--- src/rtl/mdl_bubwr_pkg.sv ---
// Shared types and constants for the bubble write serializer and its slot decoder.
package mdl_bubwr_pkg;
  typedef enum logic [1:0] {ST_IDLE, ST_PRIME, ST_RUN, ST_DONE} state_t;

  localparam int ROT_PH_CH0 = 0;
  localparam int ROT_PH_CH1 = 5;
  localparam int ROT_PH_CH2 = 10;
  localparam int ROT_PH_CH3 = 15;

  localparam int NCH_2CH = 2;
  localparam int NCH_4CH = 4;
endpackage

--- src/rtl/mdl_bubwr_slotdec.sv ---
// Rotation-phase slot decoder; the mask SR control uses the same decode so both SRs
// advance on the same MCLK edge.
module mdl_bubwr_slotdec
  import mdl_bubwr_pkg::*;
(
  input  logic [19:0]                  rot20_n,
  input  logic                         ben4_n,
  input  logic                         en,
  output logic                         slot,
  output logic [$clog2(NCH_4CH)-1:0]   ch
);
  logic unused_rot;
  assign unused_rot = ^rot20_n;

  always_comb begin
    slot = 1'b0;
    ch   = '0;
    if (en) begin
      if (!rot20_n[ROT_PH_CH0]) begin
        slot = 1'b1; ch = 2'd0;
      end else if (!rot20_n[ROT_PH_CH1]) begin
        slot = 1'b1; ch = 2'd1;
      end else if (!ben4_n && !rot20_n[ROT_PH_CH2]) begin
        slot = 1'b1; ch = 2'd2;
      end else if (!ben4_n && !rot20_n[ROT_PH_CH3]) begin
        slot = 1'b1; ch = 2'd3;
      end
    end
  end
endmodule

--- src/rtl/mdl_bubwr_ser.sv ---
// Bubble write serializer: shifts page words out LSB-first on mask-SR slot phases,
// gating each bit with the mask SR output, one page per start.
module mdl_bubwr_ser
  import mdl_bubwr_pkg::*;
#(
  parameter int PAGE_BITS = 512
) (
  input  logic        i_MCLK,
  input  logic        i_RST_n,
  input  logic        i_CLK2M_PCEN_n,
  input  logic [19:0] i_ROT20_n,
  input  logic        i_4BEN_n,
  input  logic        i_START,
  input  logic        i_ABORT,
  input  logic [15:0] i_DIN,
  input  logic        i_DIN_VLD,
  output logic        o_DIN_RDY,
  input  logic        i_MSKREG_SR_LSB,
  output logic [3:0]  o_BDOUT,
  output logic        o_BUSY,
  output logic        o_DONE,
  output logic        o_UNDERRUN
);
  localparam int CW = $clog2(PAGE_BITS + 1);

  state_t          state;
  logic [15:0]     dsr, hold;
  logic            hold_full;
  logic [CW-1:0]   bitcnt;
  logic            slot, take, last_bit, word_end;
  logic [1:0]      ch;

  mdl_bubwr_slotdec u_slotdec (
    .rot20_n (i_ROT20_n),
    .ben4_n  (i_4BEN_n),
    .en      (!i_CLK2M_PCEN_n),
    .slot    (slot),
    .ch      (ch)
  );

  assign o_DIN_RDY = !hold_full && (state == ST_PRIME || state == ST_RUN);
  assign o_BUSY    = (state != ST_IDLE);
  assign take      = i_DIN_VLD && o_DIN_RDY;
  assign last_bit  = (bitcnt == CW'(PAGE_BITS - 1));
  assign word_end  = (bitcnt[3:0] == 4'hF);

  always_ff @(posedge i_MCLK) begin
    if (!i_RST_n) begin
      state      <= ST_IDLE;
      dsr        <= '0;
      hold       <= '0;
      hold_full  <= 1'b0;
      bitcnt     <= '0;
      o_BDOUT    <= '0;
      o_DONE     <= 1'b0;
      o_UNDERRUN <= 1'b0;
    end else if (i_ABORT) begin
      state     <= ST_IDLE;
      hold_full <= 1'b0;
      o_BDOUT   <= '0;
      o_DONE    <= 1'b0;
    end else begin
      o_DONE <= 1'b0;
      case (state)
        ST_IDLE: if (i_START) begin
          state      <= ST_PRIME;
          bitcnt     <= '0;
          dsr        <= '0;
          hold_full  <= 1'b0;
          o_BDOUT    <= '0;
          o_UNDERRUN <= 1'b0;
        end
        ST_PRIME: if (take) begin
          dsr   <= i_DIN;
          state <= ST_RUN;
        end
        ST_RUN: begin
          if (take) begin
            hold      <= i_DIN;
            hold_full <= 1'b1;
          end
          if (slot) begin
            o_BDOUT[ch] <= dsr[0] & i_MSKREG_SR_LSB;
            bitcnt      <= bitcnt + CW'(1);
            if (last_bit) begin
              state     <= ST_DONE;
              o_DONE    <= 1'b1;
              hold_full <= 1'b0;
            end else if (word_end) begin
              // holding is only full here if no word could be taken this edge
              if (hold_full) begin
                dsr       <= hold;
                hold_full <= 1'b0;
              end else begin
                dsr        <= '0;
                o_UNDERRUN <= 1'b1;
              end
            end else begin
              dsr <= dsr >> 1;
            end
          end
        end
        ST_DONE: state <= ST_IDLE;
        default: state <= ST_IDLE;
      endcase
    end
  end
endmodule

--- config.mk ---
export PLATFORM = sky130hd
export DESIGN_NAME = mdl_bubwr_ser
export DESIGN_NICKNAME = d
export VERILOG_FILES = /design/src/rtl/mdl_bubwr_pkg.sv /design/src/rtl/mdl_bubwr_slotdec.sv /design/src/rtl/mdl_bubwr_ser.sv
export SDC_FILE = /design/constraint.sdc
export NUM_CORES = 1
export LEC_CHECK = 0
export ABC_CLOCK_PERIOD_IN_PS = 4810
export BUFFER_PORTS_ARGS = -buffer_cell sky130_fd_sc_hd__buf_2
export CORE_ASPECT_RATIO = 0.6
export CORE_MARGIN = 2
export CORE_UTILIZATION = 45
export CTS_CLUSTER_DIAMETER = 60
export CTS_CLUSTER_SIZE = 16
export DETAILED_ROUTE_END_ITERATION = 8
export PLACE_DENSITY = 0.7
export SYNTH_ARGS = -nofsm -noshare
export SYNTH_HDL_FRONTEND = slang
export SYNTH_HIERARCHICAL = 1
export SYNTH_SLANG_ARGS = --single-unit
--- constraint.sdc ---
create_clock -name i_MCLK -period 4.81 [get_ports i_MCLK]
set_clock_uncertainty 0.05 [all_clocks]
set_input_delay 0.481 -clock i_MCLK [delete_from_list [all_inputs] [get_ports i_MCLK]]
set_output_delay 0.481 -clock i_MCLK [all_outputs]
set_load 0.05 [all_outputs]
After elaboration in Yosys (flattened, before gate mapping)
Index checks and enable logic that the tools add are counted.

storage, ports and cells
  flip-flop bits (word level) = 51
  bits in latches = 0
  bits in writable memories = 0
  memory bits (read-only) = 0
  bits of input ports = 44
  output and inout bits = 8
  word-level logic and storage cells = 95
  memories = 0

cells by class
  add/subtract/negate cells = 1
  $mul = 0
  divide/modulo/power cells = 0
  $lt $le $gt $ge = 2
  equality and inequality tests = 12
  shift-type cells = 0
  multiplexer cells = 44
  bitwise gates (word level) = 5
  reductions and logical operators = 23

operators by type and width
  cell                                                                     number
  16-bit two-way mux                                                       6
  16-bit one-hot mux with 3 select lines                                   1
  10-bit two-way mux                                                       2
  10-bit one-hot mux with 2 select lines                                   1
  2-bit two-way mux                                                        9
  1-bit two-way mux                                                        17
  2-bit != test (second input constant)                                    7
  10-bit by 1-bit adder with 10-bit output (second input constant)         1
  10-bit by 9-bit equality test with 1-bit output (second input constant)  1
  4-bit two-way mux                                                        2
  2-bit one-hot mux with 4 select lines                                    1
  4-bit one-hot mux with 2 select lines                                    1
  4-bit AND reduction                                                      2
  7-bit AND reduction                                                      1
  3-bit AND reduction                                                      2
  6-bit AND reduction                                                      1
  1-bit logical AND                                                        5
  4-bit bitwise mux                                                        1
  2-bit equality test (second input constant)                              2
  4-bit equality test (second input constant)                              1
  1-bit logical NOT                                                        4
  1-bit inverter                                                           4
  1-bit one-hot mux with 2 select lines                                    2
  2-bit nonzero test                                                       2
  other kinds (11)                                                         11

Logic depth before layout (Yosys ltp)
  depth in word-level cells = 14
  depth in mapped cells = 9
  gate-level depth less buffers = 7

Modules after synthesis
The synthesis kept the hierarchy.

modules (own cells, without submodules)
  module             times used  cells each  area each (sq um)  sequential area each (sq um)
  mdl_bubwr_ser      1           313         2576.2             1021.0
  mdl_bubwr_slotdec  1           7           42.5               0.0

Worst setup path after synthesis
OpenSTA, ideal clock, no wires.

  kind = reg-to-output
  start point = reg state[1]
  end point = out o_DIN_RDY
  arrival time = 2.007 ns
  required time = 4.279 ns
  slack = 2.272 ns
  cell stages (with the launch flop) = 6
  buffers on the path = 2
  cells stage by stage = dfxtp_1 -> inv_1 -> ha_1 -> clkbuf_1 -> clkbuf_1 -> nor2b_1

between the ends
  longest elaborated chain between the ends = 3
  elaborated cells between the ends (all ways) = 4
  those cells by class = eq/ne (2); reduce/logical (2)

RTL lines
  what                                                                                   line                 RTL
  from (decl)                                                                            mdl_bubwr_ser.sv:26  state_t state;
  from (signal assigned)                                                                 mdl_bubwr_ser.sv:49  state <= ST_IDLE;
  from (signal assigned)                                                                 mdl_bubwr_ser.sv:58  state <= ST_IDLE;
  from (signal assigned)                                                                 mdl_bubwr_ser.sv:66  state <= ST_PRIME;
  2-bit by 1-bit equality test with 1-bit output or 2-bit equality test (tied branches)  mdl_bubwr_ser.sv:41  assign o_DIN_RDY = !hold_full && (state == ST_PRIME || state == ST_RUN);
  1-bit logical OR (*)                                                                   mdl_bubwr_ser.sv:41
  1-bit logical AND (*)                                                                  mdl_bubwr_ser.sv:41
  to (decl)                                                                              mdl_bubwr_ser.sv:17  output logic o_DIN_RDY,

Mark *: on every way between the ends. The rest lies on a longest branch, timed or not.

Worst setup path in the final report
  start point = reg state[1]
  end point = reg dsr[13]

between the ends
  longest elaborated chain between the ends = 6
  elaborated cells between the ends (all ways) = 13
  those cells by class = eq/ne (6); mux (1); reduce/logical (6)

RTL lines
  what                                                                                   line                                      RTL
  2-bit by 1-bit equality test with 1-bit output or 2-bit equality test (tied branches)  mdl_bubwr_ser.sv:41, mdl_bubwr_ser.sv:64
  1-bit logical OR                                                                       mdl_bubwr_ser.sv:41
  1-bit logical AND                                                                      mdl_bubwr_ser.sv:41
  1-bit logical AND                                                                      mdl_bubwr_ser.sv:43                       assign take = i_DIN_VLD && o_DIN_RDY;
  2-bit != test (no line)                                                                n/a
  6-bit AND reduction (no line)                                                          n/a
  to (signal assigned)                                                                   mdl_bubwr_ser.sv:74                       dsr <= i_DIN;
  to (signal assigned)                                                                   mdl_bubwr_ser.sv:92                       dsr <= hold;
  to (signal assigned)                                                                   mdl_bubwr_ser.sv:99                       dsr <= dsr >> 1;
  to (decl)                                                                              mdl_bubwr_ser.sv:27                       logic [15:0] dsr, hold;

Several ways; a longest one is shown, not always the timed one.
A chain may end at the register's enable or synchronous reset.

==> results.ini <==
[outcome]
outcome = finished, final reports clean

[die]
io_pins = 52
row_count = 21
die_x_um = 102
design.die.area_sq_mm = 0.00647
start_util_pct = 46.8
core_sq_mm = 0.00560
die_y_um = 63.1

[layout]
final_core_util_pct = 52.2
area_delta_synth_final_pct = 11.6
antenna_cells = 0
final_nets = 391
drive_above_1_share_pct = 14.9

[synthesis]
syn_nets = 369
synthArstFlopShare_pct = 0
synth_area_sq_mm = 0.00262
yosysWarnings = 6
ys.flop_type = dfxtp_1
synth-seq-cells = 51
syn_area_per_cell_sq_um = 8.18
seq_area_frac_synth_pct = 39.0
synth_cells = 320
synthTopCellsByArea = dfxtp_1, nand3_1, a21oi_1
yosys.area.top_type_share_pct = 39.0
synth_edf_count = 0
synth_cell_type_count = 41
yosysTopAreaCell = dfxtp_1

[hold_path]
worstHoldPathType = in -> reg
hold_depth = 3
min_from = i_DIN[1]

[routing]
drt_iter0_markers = 121
firstDrtPassIters = 5
detail-route-antenna-nets = 0
wl_um = 6530
wl_per_cell_um = 15.4
drc = 0
vias = 2453
drt-vias-per-instance = 5.80

[cts]
post_cts_buffers = 0
clock_path_buffers = 2
h-tree-depth = 2
post_cts_resized = 0
clockRootBuffer = clkbuf_8
clock-sinks = 51
clock_latency_ps = 300
hold_buffers = 0
clk_pin_slew_ps = 90
cts_tree = yes
cts_buffers = 5

[timing]
min_period_ps = 2750
fin_crit_sh_pct = 57.2
finalSetupViolCount = 0
relSlewSlack_pct = 32.4
tightest_slew_ps = 1010
finalMaxSlewViolations = 0
hold_viol_final = 0
worst_slack_ps = 2060
fin_setup_tns_ps = 0
rsz0062_at_grt = false
max_freq_mhz = 363

[setup_path]
cp.required_ps = 4900
critical_path_class = reg -> reg
startpoint_type = register
cp-end-kind = register
reg2reg_depth = 7
crit_fanout = 17
r2r_start = state[1]
arrival_ps = 2840
startpoint = state[1]

[placement]
dp_hpwl_um = 4360
place_worst_setup_slack_ps = 1990
place.gp.congestion = 0.832
io_buffers = 35

[pwr]
power.total_uw = 826
p_leak_uw = 0.000963
peakVddDrop_mv = 0.115
power_density_mw_per_mm2 = 283

[grt]
antenna_found_initial = 0
grt_pass1_vias = 2315
grt_max_degree = 33
grt_remaining_overflow = 0
globalRouteTotalUtil_pct = 21.4
grt_pass1_wl_um = 11100

[flow_run]
max-cap-violations = 0

-- cell usage in the layout (no fill, tap or decap), types with 3 or more instances in the layout --
cell type and instances:
dfxtp_1 51, nor2_1 20, a311oi_1 15, ha_1 5, o31ai_1 5, nand3_1 38, a21oi_1 35, or3_1 6
buf_2 35, a31oi_1 3, o21ai_0 13, or4_1 4, nand2_1 30, nand4_1 4, mux2i_1 16, a21o_1 15
clkbuf_8 7, buf_4 4, inv_1 10
-- area by class of cell --
type	instances	area (sq um)
Inverter	10	37.5
Fill cell	556	2670
Tap cell	80	100
Timing Repair Buffer	39	205
Multi-Input combinational cell	235	1460
Clock buffer	8	100
Sequential cell	51	1020
-- flip-flops by register name (all words and copies together) (netlist names) --
register and count:
dsr 16, hold_full 1, o_DONE 1, hold 16, o_UNDERRUN 1, bitcnt 10, o_BDOUT 4, state 2
-- cells in the mapped netlist, types with 2 or more instances --
master / instances
dfxtp_1: 51
nand3_1: 38
a21oi_1: 35
nand2_1: 30
nor2_1: 20
mux2i_1: 16
a21o_1: 15
a311oi_1: 15
clkbuf_1: 13
o21ai_0: 13
inv_1: 10
buf_2: 8
or3_1: 6
ha_1: 5
o31ai_1: 5
nand4_1: 4
or4_1: 4
a31oi_1: 3
and2_1: 2
and4_1: 2
buf_1: 2
nor2b_1: 2
nor2b_4: 2
nor3_1: 2
-- routing by layer --
layer  track usage, %  wire length [um]
met5                0                 0
met4             4.67                34
met3             4.66               420
met2             31.5              2740
met1             32.0              3330
-- logic make-up after synthesis --
logic type	Yosys count	share of synthesized area (%)
AND/OR/NAND/NOR	119	22.9
AO/OA/AOI/OAI	94	23.7
flip-flops	51	39.0
buffers and inverters	34	5.54
multiplexers	16	6.12
adder cells (fa/ha/maj)	5	2.39
XOR/XNOR	1	0.335
-- critical path, stage by stage (launching register included) --
cell	delay, ps
dfxtp_1	410
inv_1	80
ha_1	420
nand3b_1	180
a2111oi_4	370
buf_4	280
and2_1	570
a311oi_1	210
-- report_power, final --
part	internal, uW	leakage [uW]	switching [uW]
clock network	132	0.0000515	139
registers	435	0.000414	7.82
logic	39.2	0.000498	72.4
-- stage by stage --
stage | hold WS (ps) | instances | cell area (sq um)
5_1_grt | 378 | 423 | 2920
2_1_floorplan | 397 | 320 | 2620
4_1_cts | 375 | 423 | 2920
3_3_place_gp | 406 | 415 | 2820
6_report | 376 | 423 | 2920
3_5_place_dp | 410 | 415 | 2820
-- final timing paths --
kind / endpoint / slack, ps
max: dsr[13] / 2060
min: hold[1] / 380
max reg2reg: dsr[13] / 2060
min reg2reg: o_UNDERRUN / 420
(Power assumes the default switching activity.)
